### config.mk
export PLATFORM = sky130hd
export DESIGN_NAME = ad760x_ctrl
export DESIGN_NICKNAME = d
export VERILOG_FILES = /design/src/rtl/ad760x_pkg.sv /design/src/rtl/ad760x_sync_2ff.sv /design/src/rtl/ad760x_ctrl.sv
export SDC_FILE = /design/constraint.sdc
export NUM_CORES = 1
export LEC_CHECK = 0
export ABC_AREA = 1
export ABC_CLOCK_PERIOD_IN_PS = 1960
export CAP_MARGIN = 5
export CORE_ASPECT_RATIO = 1.75
export CORE_MARGIN = 10
export CORE_UTILIZATION = 52
export CTS_BUF_LIST = sky130_fd_sc_hd__clkbuf_8
export DETAILED_ROUTE_END_ITERATION = 10
export GPL_ROUTABILITY_DRIVEN = 0
export PLACE_DENSITY = 0.87
export SLEW_MARGIN = 20
export SYNTH_ARGS = -nofsm -noshare
export SYNTH_HDL_FRONTEND = slang
export SYNTH_HIERARCHICAL = 1
export SYNTH_SLANG_ARGS = --single-unit
### constraint.sdc
create_clock -name clk_i -period 1.96 [get_ports clk_i]
set_clock_uncertainty 0.05 [all_clocks]
set_input_delay 0.196 -clock clk_i [delete_from_list [all_inputs] [get_ports clk_i]]
set_output_delay 0.196 -clock clk_i [all_outputs]
set_load 0.02 [all_outputs]
### src/rtl/ad760x_pkg.sv
// Shared types and helpers for the AD7606-family parallel-bus controller.
package ad760x_pkg;

  typedef enum logic [2:0] {
    ADC_RST,
    IDLE,
    CONV,
    WAIT_BHI,
    WAIT_BLO,
    RD_LO,
    RD_HI
  } state_t;

  typedef enum logic [2:0] {
    OS_NONE = 3'b000,
    OS_X2   = 3'b001,
    OS_X4   = 3'b010,
    OS_X8   = 3'b011,
    OS_X16  = 3'b100,
    OS_X32  = 3'b101,
    OS_X64  = 3'b110,
    OS_RSVD = 3'b111
  } os_t;

  localparam int CH_W = 3;

  function automatic int max_int(input int a, input int b);
    return (a > b) ? a : b;
  endfunction

  // The reserved OS code is mapped to the highest legal ratio.
  function automatic logic [2:0] os_clamp(input logic [2:0] os);
    return (os == OS_RSVD) ? OS_X64 : os;
  endfunction

endpackage

### src/rtl/ad760x_sync_2ff.sv
// Double-flop synchronizer for asynchronous inputs (used for ADC BUSY).
module sync_2ff #(
  parameter int W = 1
) (
  input  logic         clk_i,
  input  logic         rst_ni,
  input  logic [W-1:0] d_i,
  output logic [W-1:0] q_o
);

  logic [W-1:0] meta_q;
  logic [W-1:0] sync_q;

  always_ff @(posedge clk_i or negedge rst_ni) begin
    if (!rst_ni) begin
      meta_q <= '0;
      sync_q <= '0;
    end else begin
      meta_q <= d_i;
      sync_q <= meta_q;
    end
  end

  assign q_o = sync_q;

endmodule

### src/rtl/ad760x_ctrl.sv
// AD7606-family controller: ADC reset, CONVST, BUSY wait, parallel readout.
// Optional build macro AD760X_FRSTDATA_CHECK_EN enables FRSTDATA framing checks.
module ad760x_ctrl
  import ad760x_pkg::*;
#(
  parameter int NCHAN    = 8,
  parameter int DW       = 16,
  parameter int T_RST    = 4,
  parameter int T_CONV   = 2,
  parameter int T_RDLO   = 2,
  parameter int T_RDHI   = 2,
  parameter int BUSY_TMO = 4096
) (
  input  logic          clk_i,
  input  logic          reset_n_i,
  input  logic          start_i,
  input  logic [2:0]    os_sel_i,
  output logic [2:0]    os_o,
  output logic          adc_reset_o,
  output logic          convst_n_o,
  output logic          cs_n_o,
  output logic          rd_n_o,
  input  logic          busy_i,
  input  logic          frstdata_i,
  input  logic [DW-1:0] db_i,
  output logic [DW-1:0] data_o,
  output logic [2:0]    chan_o,
  output logic          valid_o,
  output logic          last_o,
  output logic          idle_o,
  output logic          err_o
);

  localparam int PH_MAX = max_int(max_int(T_RST, T_CONV), max_int(T_RDLO, T_RDHI));
  localparam int PH_W   = $clog2(PH_MAX + 1);
  localparam int TMO_W  = $clog2(BUSY_TMO + 1);
  localparam logic [CH_W-1:0] CH_LAST = CH_W'(NCHAN - 1);

  state_t state_q, state_d;
  logic [PH_W-1:0]  ph_cnt_q, ph_cnt_d;
  logic [TMO_W-1:0] tmo_cnt_q, tmo_cnt_d;
  logic [CH_W-1:0]  ch_q, ch_d;
  logic [2:0]       os_q, os_d;
  logic             adc_reset_q, adc_reset_d;
  logic             convst_n_q, convst_n_d;
  logic             cs_n_q, cs_n_d;
  logic             rd_n_q, rd_n_d;
  logic [DW-1:0]    data_q, data_d;
  logic [2:0]       chan_q, chan_d;
  logic             valid_q, valid_d;
  logic             last_q, last_d;
  logic             idle_q, idle_d;
  logic             err_q, err_d;
  logic             busy_sync;
  logic             frst_bad;

  sync_2ff #(.W(1)) u_busy_sync (
    .clk_i (clk_i),
    .rst_ni(reset_n_i),
    .d_i   (busy_i),
    .q_o   (busy_sync)
  );

`ifdef AD760X_FRSTDATA_CHECK_EN
  // FRSTDATA must flag exactly the first word of each frame.
  assign frst_bad = (frstdata_i != (ch_q == '0));
`else
  logic unused_frstdata;
  assign unused_frstdata = frstdata_i;
  assign frst_bad        = 1'b0;
`endif

  always_comb begin
    state_d   = state_q;
    ph_cnt_d  = ph_cnt_q + PH_W'(1);
    tmo_cnt_d = tmo_cnt_q;
    ch_d      = ch_q;
    os_d      = os_q;
    data_d    = data_q;
    chan_d    = chan_q;
    valid_d   = 1'b0;
    last_d    = 1'b0;
    err_d     = err_q;

    case (state_q)
      ADC_RST: begin
        if (ph_cnt_q == PH_W'(T_RST - 1)) begin
          state_d  = IDLE;
          ph_cnt_d = '0;
        end
      end
      IDLE: begin
        ph_cnt_d = '0;
        if (start_i) begin
          os_d      = os_clamp(os_sel_i);
          err_d     = (os_sel_i == OS_RSVD);
          tmo_cnt_d = '0;
          state_d   = CONV;
        end
      end
      CONV: begin
        if (ph_cnt_q == PH_W'(T_CONV - 1)) begin
          state_d  = WAIT_BHI;
          ph_cnt_d = '0;
        end
      end
      WAIT_BHI: begin
        ph_cnt_d  = '0;
        tmo_cnt_d = tmo_cnt_q + TMO_W'(1);
        if (tmo_cnt_q == TMO_W'(BUSY_TMO - 1)) begin
          err_d   = 1'b1;
          state_d = ADC_RST;
        end else if (busy_sync) begin
          state_d = WAIT_BLO;
        end
      end
      WAIT_BLO: begin
        ph_cnt_d  = '0;
        tmo_cnt_d = tmo_cnt_q + TMO_W'(1);
        if (tmo_cnt_q == TMO_W'(BUSY_TMO - 1)) begin
          err_d   = 1'b1;
          state_d = ADC_RST;
        end else if (!busy_sync) begin
          ch_d    = '0;
          state_d = RD_LO;
        end
      end
      RD_LO: begin
        // The bus has settled by the last low cycle; capture there.
        if (ph_cnt_q == PH_W'(T_RDLO - 1)) begin
          data_d   = db_i;
          chan_d   = ch_q;
          valid_d  = 1'b1;
          last_d   = (ch_q == CH_LAST);
          if (frst_bad) err_d = 1'b1;
          ph_cnt_d = '0;
          state_d  = RD_HI;
        end
      end
      RD_HI: begin
        if (ph_cnt_q == PH_W'(T_RDHI - 1)) begin
          ph_cnt_d = '0;
          if (ch_q == CH_LAST) begin
            state_d = IDLE;
          end else begin
            ch_d    = ch_q + CH_W'(1);
            state_d = RD_LO;
          end
        end
      end
      default: begin
        ph_cnt_d = '0;
        state_d  = ADC_RST;
      end
    endcase

    // Pin strobes are registered decodes of the next state, so they never glitch.
    adc_reset_d = (state_d == ADC_RST);
    convst_n_d  = (state_d != CONV);
    cs_n_d      = !((state_d == RD_LO) || (state_d == RD_HI));
    rd_n_d      = (state_d != RD_LO);
    idle_d      = (state_d == IDLE);
  end

  always_ff @(posedge clk_i or negedge reset_n_i) begin
    if (!reset_n_i) begin
      state_q     <= ADC_RST;
      ph_cnt_q    <= '0;
      tmo_cnt_q   <= '0;
      ch_q        <= '0;
      os_q        <= OS_NONE;
      adc_reset_q <= 1'b1;
      convst_n_q  <= 1'b1;
      cs_n_q      <= 1'b1;
      rd_n_q      <= 1'b1;
      data_q      <= '0;
      chan_q      <= '0;
      valid_q     <= 1'b0;
      last_q      <= 1'b0;
      idle_q      <= 1'b0;
      err_q       <= 1'b0;
    end else begin
      state_q     <= state_d;
      ph_cnt_q    <= ph_cnt_d;
      tmo_cnt_q   <= tmo_cnt_d;
      ch_q        <= ch_d;
      os_q        <= os_d;
      adc_reset_q <= adc_reset_d;
      convst_n_q  <= convst_n_d;
      cs_n_q      <= cs_n_d;
      rd_n_q      <= rd_n_d;
      data_q      <= data_d;
      chan_q      <= chan_d;
      valid_q     <= valid_d;
      last_q      <= last_d;
      idle_q      <= idle_d;
      err_q       <= err_d;
    end
  end

  assign os_o        = os_q;
  assign adc_reset_o = adc_reset_q;
  assign convst_n_o  = convst_n_q;
  assign cs_n_o      = cs_n_q;
  assign rd_n_o      = rd_n_q;
  assign data_o      = data_q;
  assign chan_o      = chan_q;
  assign valid_o     = valid_q;
  assign last_o      = last_q;
  assign idle_o      = idle_q;
  assign err_o       = err_q;

endmodule

**After elaboration in Yosys (flattened, before gate mapping)**

Cells that the tools add are included.

- Reductions and logical operators: 13
- Multiply operators: 0
- Multiplexer cells: 29
- Divide/modulo/power cells: 0
- Bitwise gates (word level): 0
- Magnitude comparators: 0
- Equal/unequal tests: 22
- Shift operators: 0
- Add/sub/neg operators: 3

Operators by type and width:

| operator | number |
|---|---|
| 3-bit two-way mux | 17 |
| 13-bit case mux with 2 select lines | 1 |
| 3-bit equality test, second input constant | 7 |
| 3-bit case mux with 7 select lines | 1 |
| 13-bit by 1-bit adder with 13-bit output, second input constant | 1 |
| 13-bit by 12-bit equality test with 1-bit output, second input constant | 1 |
| 13-bit two-way mux | 1 |
| 3-bit case mux with 2 select lines | 2 |
| 2-bit inequality test, second input constant | 5 |
| 3-bit by 1-bit equality test with 1-bit output, second input constant | 3 |
| 3-bit by 2-bit equality test with 1-bit output, second input constant | 3 |
| 3-bit by 1-bit adder with 3-bit output, second input constant | 2 |
| 3-bit logical NOT | 2 |
| 1-bit two-way mux | 6 |
| 2-bit AND reduction | 3 |
| 5-bit AND reduction | 1 |
| 2-bit nonzero test | 2 |
| 3-bit by 2-bit inequality test with 1-bit output, second input constant | 1 |
| 3-bit inequality test, second input constant | 1 |
| 3-bit AND reduction | 1 |
| 3-bit OR reduction | 1 |
| 2-bit by 1-bit inequality test with 1-bit output, second input constant | 1 |
| 1-bit case mux with 2 select lines | 1 |
| 2-bit OR reduction | 1 |
| other kinds (2) | 2 |

- Output and inout bits: 30
- Memories kept: 0
- Latch bits: 0
- Input port bits: 24
- Memory bits (writable): 0
- Memory bits (read-only): 0
- Flip-flop bits (word level): 54
- Word-level logic and storage cells: 84

**Longest topological paths before layout**

- Depth in word-level cells: 7
- Depth in mapped cells: 12
- Depth with buffers taken out: 12

**Hierarchy**

The synthesis kept the hierarchy.

Modules (own cells, without submodules):

| module | times used | seq. area each (um2) | area each (um2) | cells an instance |
|---|---|---|---|---|
| ad760x_ctrl | 1 | 1306.3 | 2403.6 | 276 |
| sync_2ff | 1 | 50.0 | 50.0 | 2 |

**Worst setup path before layout**

No wires, ideal clock.

- Path kind: register to register
- Start point: register ph_cnt_q[0]
- End point: register cs_n_q (netlist: cs_n_o)
- Stages on the path, launching flop included: 11
- Path slack: 0.507 ns
- Required time: 1.833 ns
- Arrival: 1.326 ns
- Library setup time: 0.077 ns
- Period minus slack after synthesis: 1.453 ns
- Path buffers: 0
- Cell sequence: dfrtp_1 > ha_1 > ha_1 > nand3_1 > nand2_1 > nor2_1 > nand2_4 > inv_2 > nand2_1 > nand2_1 > nand2_1

- Cells in the longest elaborated chain, start to end: 6
- Elaborated cells between the ends (all ways): 11
- Classes of those cells: eq/ne (4); mux (5); reduce/logical (2)

Ends and longest elaborated chain:

| element | RTL line | text |
|---|---|---|
| from (decl) | ad760x_ctrl.sv:40 | `logic [PH_W-1:0] ph_cnt_q, ph_cnt_d;` |
| from (signal assigned) | ad760x_ctrl.sv:184 | `ph_cnt_q <= ph_cnt_d;` |
| 3-bit by 1-bit equality test with 1-bit output or 3-bit by 2-bit equality test with 1-bit output (tied branches) | n/a |  |
| 3-bit two-way mux, on equally long branches | n/a |  |
| 3-bit case mux with 7 select lines * | ad760x_ctrl.sv:85 | `case (state_q)` |
| named net state_d[0] | ad760x_ctrl.sv:39 | `state_t state_q, state_d;` |
| 3-bit equality test | ad760x_ctrl.sv:160 | `cs_n_d = !((state_d == RD_LO) \|\| (state_d == RD_HI));` |
| 1-bit logical OR * | ad760x_ctrl.sv:160 |  |
| 1-bit logical NOT * | ad760x_ctrl.sv:160 |  |
| named net cs_n_d | ad760x_ctrl.sv:46 | `logic cs_n_q, cs_n_d;` |
| to (signal assigned) | ad760x_ctrl.sv:190 | `cs_n_q <= cs_n_d;` |
| to (decl) | ad760x_ctrl.sv:46 |  |

Mark *: on every way through the listed nets, which the timed path passes. The rest lies on a longest branch.
A chain may end at the register's enable or synchronous reset.

**Worst setup path after layout**

- Start point: register ph_cnt_q[1]
- End point: register data_q[8] (netlist: data_o[8])

- Cells in the longest elaborated chain, start to end: 2

Ends and longest elaborated chain:

| element | RTL line | text |
|---|---|---|
| 3-bit by 1-bit equality test with 1-bit output | ad760x_ctrl.sv:130 | `if (ph_cnt_q == PH_W'(T_RDLO - 1)) begin` |
| 2-bit AND reduction (no source line) | n/a |  |
| to (signal assigned) | ad760x_ctrl.sv:192 | `data_q <= data_d;` |
| to (decl) | ad760x_ctrl.sv:48 | `logic [DW-1:0] data_q, data_d;` |

Every way passes these cells.

==> impl_metrics.env <==
export IMPL_yosys_area_share_simple_pct=28.0
export IMPL_start_util_pct=53.1
export IMPL_synth_warnings=6
export IMPL_final_common_cell="nand2_1"
export IMPL_nets=367
export IMPL_period_needed_ps=1690
export IMPL_synth_xor_area_share_pct=1.07
export IMPL_seq_area_frac_synth_pct=55.3
export IMPL_row_count=33
export IMPL_worstPathRequired_ps=2160
export IMPL_multi_input_area_sq_um=956
export IMPL_synth_top_family_by_area="simple AND/OR/NAND/NOR gates"
export IMPL_finalSetupViolCount=0
export IMPL_vias=1954
export IMPL_worstSetupStartpointType="flip-flop"
export IMPL_io_buffers=52
export IMPL_yosysUniqueCellTypes=29
export IMPL_critPathKind="flip-flop to flip-flop"
export IMPL_n_antenna_cell=0
export IMPL_clock_latency_ps=310
export IMPL_cts_max_level=2
export IMPL_syn_avg_cell_area_sq_um=8.83
export IMPL_p_leak_uw=0.00149
export IMPL_worstPathArrival_ps=1890
export IMPL_core_area_sq_mm=0.00462
export IMPL_clk_transition_reported_paths_ps=90
export IMPL_cts_tree="yes"
export IMPL_grt_setup_unrepaired="no"
export IMPL_fin_ws_ps=272
export IMPL_drv_cap=0
export IMPL_critical_path_buf_inv_count=3
export IMPL_drtIter0Drc=89
export IMPL_total_power_uw=3830
export IMPL_synth_adder_area_share_pct=4.08
export IMPL_drc=0
export IMPL_grt_pass1_wl_mm=9.29
export IMPL_r2r_end="data_o[8]$_DFFE_PN0P_"
export IMPL_area_growth_pct=26.7
export IMPL_min_from="busy_i"
export IMPL_met2_length_mm=2.88
export IMPL_critical_path_cell_chain="inv_1, ha_1, nand2_1, inv_1, nand2_1, inv_1, nand2_1, nand2_1"
export IMPL_grt_pass1_vias=1980
export IMPL_wl_met1_mm=1.99
export IMPL_reg2reg_slack_ps=270
export IMPL_r2r_cells=8
export IMPL_synth_compound_area_share_pct=5.41
export IMPL_die_h_um=111
export IMPL_synth_mux_area_share_pct=0.408
export IMPL_grt_overflow=0
export IMPL_drive_gt1_share_pct=9.82
export IMPL_cts_num_sinks=54
export IMPL_antenna_found_initial=0
export IMPL_fillers=378
export IMPL_powerDensity_mw_per_mm2=1230
export IMPL_synth_top_area_share_pct=51.0
export IMPL_vias_per_cell=5.04
export IMPL_hold_end="u_busy_sync/meta_q$_DFF_PN0_"
export IMPL_finalHoldViolCount=0
export IMPL_route_antenna_remaining_nets=0
export IMPL_dpl_worst_slack_ps=250
export IMPL_grt_usage_pct=14.2
export IMPL_synth_edff_count=0
export IMPL_fmax_ghz=0.592
export IMPL_final_seq_area_sq_mm=0.00136
export IMPL_fin_setup_tns_ps=0
export IMPL_slew_headroom_pct=55.9
export IMPL_cts_buffers=5
export IMPL_ir_drop_mv=0.867
export IMPL_top_layer="met4"
export IMPL_wl_mm=5.21
export IMPL_holdWs_ps=275
export IMPL_cts_root_buf="clkbuf_8"
export IMPL_die_w_um=71.9
export IMPL_post_cts_buffers=0
export IMPL_io_pins=54
export IMPL_worstHoldPathType="input port to flip-flop"
export IMPL_cpMaxStageDelayCell="inv_1"
export IMPL_endpoint_kind="flip-flop"
export IMPL_ys_async_sr_fraction_pct=100
export IMPL_outcome="complete, no violations"
export IMPL_die_area_sq_mm=0.00797
export IMPL_cpPeakStageDelay_ps=430
export IMPL_ys_seq_elements=54
export IMPL_path_common_cell="nand2_1"
export IMPL_synth_ff_type="dfrtp_1"
export IMPL_grt_max_degree=55
export IMPL_whs_path_depth=1
export IMPL_fin_util_pct=67.2
export IMPL_ctsResizeCount=0
export IMPL_dp_hpwl_mm=3.96
export IMPL_syn_nets=310
export IMPL_worstMarginPinSlew_ps=661
export IMPL_synth_area_sq_mm=0.00245
export IMPL_synth_area_leaders="dfrtp_1, nand2_1, dfstp_2, ha_1, nand3_1"
export IMPL_routedWlPerCell_um=13.4
export IMPL_finalMaxSlewViolations=0
export IMPL_cts_max_path_buffers=2
export IMPL_fin_crit_sh_pct=86.1
export IMPL_drt_pass1_iterations=4
export IMPL_yosysTopAreaCell="dfrtp_1"
export IMPL_synthCells=278
export IMPL_r2r_start="ph_cnt_q[1]$_DFF_PN0_"
export IMPL_layout_common_cells="nand2_1, clkdlybuf4s50_1, dfrtp_1"
export IMPL_wl_met3_um=186
export IMPL_crit_family="buffers and inverters"
export IMPL_worstPathMaxFanout=20
## layer usage
metal / global-route usage (%) / vias to the layer above
li1: - / 994
met1: 14.9 / 923
met2: 25.4 / 25
met3: 3.41 / 12
met4: 6.10 / 0
met5: 0 / -
## repair_timing
action / in CTS / in global routing
hold endpoints to repair: 50 / 0
hold buffers: 1 / 0
setup endpoints to repair: 0 / 0
## state kept, by name, indices dropped and copies added (netlist names)
register            cells
u_busy_sync/meta_q      1
convst_n_o              1
ch_q                    3
tmo_cnt_q              13
err_o                   1
idle_o                  1
state_q                 3
os_o                    3
cs_n_o                  1
valid_o                 1
rd_n_o                  1
u_busy_sync/q_o         1
chan_o                  3
last_o                  1
data_o                 16
ph_cnt_q                3
adc_reset_o             1
## area by class of cell
class                      count  share of cell area [%]
clock buffer                   5                    2.21
sequential                    54                    43.6
tap                           52                    2.09
clock inverter                 3                   0.443
timing repair buffer          56                    17.6
multi-input combinational    192                    30.8
inverter                      26                    3.22
## how the worst max path moves through the flow
stage               cells past startpoint                     end                  start
floorplan                              10        cs_n_o$_DFF_PN1_  ph_cnt_q[0]$_DFF_PN0_
global placement                        8  data_o[15]$_DFFE_PN0P_  ph_cnt_q[1]$_DFF_PN0_
detailed placement                      8   data_o[8]$_DFFE_PN0P_  ph_cnt_q[1]$_DFF_PN0_
CTS                                     8   data_o[8]$_DFFE_PN0P_  ph_cnt_q[1]$_DFF_PN0_
global route                            8   data_o[5]$_DFFE_PN0P_  ph_cnt_q[1]$_DFF_PN0_
finish                                  8   data_o[8]$_DFFE_PN0P_  ph_cnt_q[1]$_DFF_PN0_
## stage by stage
stage | area [sq um] | std cells
after floorplan | 2450 | 278
after global placement | 3020 | 379
after detailed placement | 3020 | 379
after CTS | 3110 | 388
after global routing | 3110 | 388
final | 3110 | 388
## logic make-up after synthesis
kind of cell / count (synthesis)
DFF: 54
buffers and inverters: 32
AOI/OAI and AO/OA: 25
muxes: 1
and+or+nand+nor: 155
xor gates and xnor gates: 3
adders and majority gates: 8
## power by group
group          switching [uW]  internal, uW  leakage [uW]
logic                     928           670      0.000787
clock network             345           243     0.0000491
registers                 207          1430      0.000650
## Yosys cell counts, types with 2 or more instances
cell and n:
nand4_1 4, nor2_2 2, dfstp_2 4, nor3_1 2, nor2_1 17, ha_1 8
nor2_4 2, nand2_2 5, o22ai_1 5, nand2_1 97, inv_1 22, xor2_1 3
dfrtp_1 50, o21ai_0 12, inv_2 3, a21oi_1 7, nand3_1 20, buf_2 3
buf_4 2
No activity file was read; power rests on OpenSTA's default activity.
==> RTL edit 1 (same settings) <==
Set the parameter `T_RDHI` to 4 (it was 2).
--- a/src/rtl/ad760x_ctrl.sv
+++ b/src/rtl/ad760x_ctrl.sv
@@ -8,7 +8,7 @@
   parameter int T_RST    = 4,
   parameter int T_CONV   = 2,
   parameter int T_RDLO   = 2,
-  parameter int T_RDHI   = 2,
+  parameter int T_RDHI   = 4,
   parameter int BUSY_TMO = 4096
 ) (
   input  logic          clk_i,
Formal check against the unedited RTL: no difference found for any inputs over 10 cycles, from zero or initial values and one cycle with reset_n_i low; that may be too few to reach the edited logic, so the function may still have changed.
==> RTL edit 1 against the unedited design <==
- worst setup slack gained 0.0075 ns
- utilization grew 2.2 points
- synthesized area grew 3.6%
- power grew 17%
- routed wire length grew 9.2%
- first-iteration DRC count shrank 28%
- sequential cell count is the same
- design area grew 5.2%
- sequential power grew 7%
- critical path type is now reg -> out
==> RTL edit 1: results (changes against the unedited design) <==
stage	metric	value	unit	change
outcome	run_status	complete, no violations		
global_route	met3_usage	0.0582		+0.0242
power_and_ir_drop	irDropWorstVdd	1080	µV	+24%
critical_path	cp.arrival	1.43	ns	-0.46 ns
power_and_ir_drop	p_leak	1.52	nW	+2.0%
place	pre_cts_ws	0.359	ns	+0.109 ns
final_layout	multi_input_comb_cells	203		+5.7%
final_layout	buf_share	0.169		-0.00717
place	place_area	3120	µm²	+3.4%
critical_path	cp_slowest_cell	clkdlybuf4s50_1		
final_layout	final_net_count	376		+2.5%
synthesis	synth.net_count	319		+2.9%
critical_path	r2r_start	ph_cnt_q[0]		
power_and_ir_drop	p_comb	0.00181	W	+13%
detailed_routing	via_count	2080		+6.4%
critical_path	endpoint	convst_n_o		
final_layout	clockBufferCount	6		+1
timing	fin_ws	0.279	ns	+0.00746 ns
global_route	grtUsageMet2	0.272		+0.0182
final_layout	final.signal_buffer_count	55		-1.8%
critical_path	rr_endpoint	convst_n_o		
place	numPlacedInstances	389		+2.6%
critical_path	crit_start	convst_n_o		
synthesis	synth_common_cells	95 x nand2_1, 50 x dfrtp_1, 26 x nor2_1		
power_and_ir_drop	intPower	0.00278	W	+19%
synthesis	syn_area_per_cell	8.82	µm²	about the same
place	hpwl	4.38	mm	+11%
global_route	grt_usage	0.150		+0.00848
final_layout	clkCellAreaFrac	0.0436		+0.0171
synthesis	synthAdderAreaFrac	0.0345		-0.00633
synthesis	synthMuxAreaShare	0.00788		+0.00380
detailed_routing	drt_first_iter_violations	64		-28%
timing	maxSlewHeadroom	0.587		+0.0275
synthesis	synth-compound-area-share	0.0556		+0.00158
global_route	grt_pass1_wl	10.2	mm	+9.4%
synthesis	synth-xor-area-share	0.00345		-0.00726
-- RTL edit 1: cell types whose count changed after synthesis, sizes merged, moves of 2 or more --
cell / unedited run / this run
o22ai: 5 / 1
nand2: 103 / 105
xor2: 3 / 1
buf: 6 / 4
nor2: 21 / 32
o21ai: 12 / 16
a21oi: 7 / 9
-- RTL edit 1: worst min-delay path by stage --
stage	slack [ns]	end	cells past startpoint	start
finish	0.29	u_busy_sync/meta_q	1	busy_i
global route	0.27	u_busy_sync/meta_q	1	busy_i
CTS	0.29	u_busy_sync/meta_q	1	busy_i
detailed placement	0.20	tmo_cnt_q[4]	1	reset_n_i
global placement	0.18	tmo_cnt_q[4]	1	reset_n_i
floorplan	-0.15	ch_q[0]	0	reset_n_i
-- RTL edit 1: metal layers --
layer	vias to the layer above	part of all wire
met5	-	0
met1	999	0.37
met4	0	0.015
met2	51	0.55
met3	7	0.069
li1	1023	-
-- RTL edit 1: timing repair --
item | CTS | global route
gates resized for setup | 0 | 0
hold buffers | 1 | 0
hold endpoints to repair | 21 | 0
==> RTL edit 2 (config.mk and constraints unchanged) <==
Without the edit above. Compare `tmo_cnt_q` against `TMO_W'(BUSY_TMO - 1)` with >= in place of ==.
--- a/src/rtl/ad760x_ctrl.sv
+++ b/src/rtl/ad760x_ctrl.sv
@@ -107,7 +107,7 @@
       WAIT_BHI: begin
         ph_cnt_d  = '0;
         tmo_cnt_d = tmo_cnt_q + TMO_W'(1);
-        if (tmo_cnt_q == TMO_W'(BUSY_TMO - 1)) begin
+        if (tmo_cnt_q >= TMO_W'(BUSY_TMO - 1)) begin
           err_d   = 1'b1;
           state_d = ADC_RST;
         end else if (busy_sync) begin
Function: same outputs for any inputs over 10 cycles, from zero or initial values and one cycle with reset_n_i low; that may be too few to reach the edited logic, so the function may still have changed.
==> RTL edit 2 against the unedited design <==
- synthesized area rose by 1.1%
- design area rose by 2.3%
- critical endpoint is now adc_reset_o
- via count rose by 7.4%
- worst setup slack got worse by 0.036 ns
- sequential cell count did not move
- power rose by 12%
- worst hold slack barely moved
- routed wire length rose by 6.1%
==> RTL edit 2: results (changes against the unedited design) <==
stage	metric	value	unit	change
outcome	run_status	complete, no violations		
hold_path	hold_class	in -> reg		
power_and_ir_drop	powerClk	0.000721	W	+23%
global_route	grt_pass1_wl	9.42	mm	+1.3%
final_layout	layout-drive-gt1-share	0.103		+0.00494
detailed_routing	detail_route.wl_per_cell	13.8	µm	+2.6%
critical_path	max_stage_delay	0.41	ns	-0.02 ns
clock_network	clock_latency	0.30	ns	
place	numPlacedInstances	392		+3.4%
final_layout	n_antenna_cell	0		unchanged
place	hpwl	4.26	mm	+7.5%
global_route	grt_usage	0.140		-0.00184
place	place_area	3060	µm²	+1.5%
critical_path	cp.arrival	1.91	ns	+0.02 ns
global_route	grt_pass1_vias	2133		+7.7%
critical_path	crit_fanout	4		-80%
final_layout	multiInputGateArea	991	µm²	+3.7%
place	pre_cts_ws	0.267	ns	+0.0167 ns
power_and_ir_drop	irDropWorstVdd	1100	µV	+27%
synthesis	syn_area_per_cell	8.52	µm²	-3.4%
synthesis	synth_common_cells	110 x nand2_1, 50 x dfrtp_1, 22 x nor2_1		
synthesis	yosysSeqAreaShare	0.547		-0.00586
synthesis	synth.distinct_cells	31		+6.9%
synthesis	synth.area.top_cells	dfrtp_1 50%, nand2_1 17%, dfstp_2 4.2%		
power_and_ir_drop	p_leak	1.55	nW	+4.3%
critical_path	r2r_slack	0.24	ns	-0.04 ns
timing	maxSlewHeadroom	0.628		+0.0687
detailed_routing	vias_per_cell	5.23		+3.9%
critical_path	r2r_cells	7		-1
power_and_ir_drop	p_sw_frac	0.377		-0.0100
critical_path	rr_endpoint	adc_reset_o		
detailed_routing	drt_first_iter_violations	136		+53%
timing	slew_viol_final	0		unchanged
place	portBuffers	52		unchanged
clock_network	ctsResizeCount	0		unchanged
final_layout	final_net_count	379		+3.3%
power_and_ir_drop	power.switching	0.00162	W	+9.6%
timing	hold_slack	0.275	ns	+0.000291 ns
final_layout	filler_cell_count	383		+1.3%
final_layout	post_layout_nonfiller_instances	401		+3.4%
power_and_ir_drop	seq_power	0.00173	W	+5%
critical_path	cp_slowest_cell	dfrtp_1		
hold_path	hold-path-cell-count	1		unchanged
synthesis	synth.net_count	322		+3.9%
final_layout	largest_reg_flops	16		unchanged
critical_path	crit_start	tmo_cnt_q[0]		
-- RTL edit 2: final cells by class --
class / instances / area share
Clock inverter: 3 / 0.0130
Multi-Input combinational cell: 205 / 0.312
Clock buffer: 5 / 0.0216
Sequential cell: 54 / 0.426
Inverter: 26 / 0.0307
Timing Repair Buffer: 56 / 0.176
Tap cell: 52 / 0.0205
-- RTL edit 2: routing by layer --
layer,routed length [µm],part of all wire,GRT usage,up-vias
met2,2980,0.54,0.255,60
li1,-,-,-,1046
met5,0,0,0,-
met3,345,0.062,0.0409,6
met4,68,0.012,0.0584,0
met1,2130,0.39,0.139,987
-- RTL edit 2: repair_timing --
| action | CTS | global route |
|---|---|---|
| hold buffers | 1 | 0 |
| endpoints found under the hold margin | 50 | 0 |
| buffers inserted | 0 | 0 |
-- RTL edit 2: cells by family (layout without fill, tap and decap cells) --
| family | count (synthesis) | after routing | share of synthesized area |
|---|---|---|---|
| simple gates | 170 | 170 | 0.297 |
| flops | 54 | 54 | 0.547 |
| mux | 1 | 1 | 0.00404 |
| compound gates | 27 | 27 | 0.0631 |
| fa+ha+maj | 7 | 7 | 0.0353 |
| buf+inv | 32 | 90 | 0.0535 |
-- RTL edit 2: worst max path at each step --
stage / end / slack, ns / depth (start not counted)
global route: data_o[13] / 0.07 / 8
floorplan: cs_n_o / 0.54 / 9
finish: adc_reset_o / 0.24 / 7
CTS: adc_reset_o / 0.24 / 7
global placement: data_o[7] / 0.30 / 8
detailed placement: data_o[13] / 0.27 / 8
-- RTL edit 2: critical path, delay by kind of cell (launching register included) --
kind,cells,cell delay (ns)
adder cells (fa/ha/maj),1,0.22
AND/OR/NAND/NOR,6,0.98
flip-flops,1,0.41
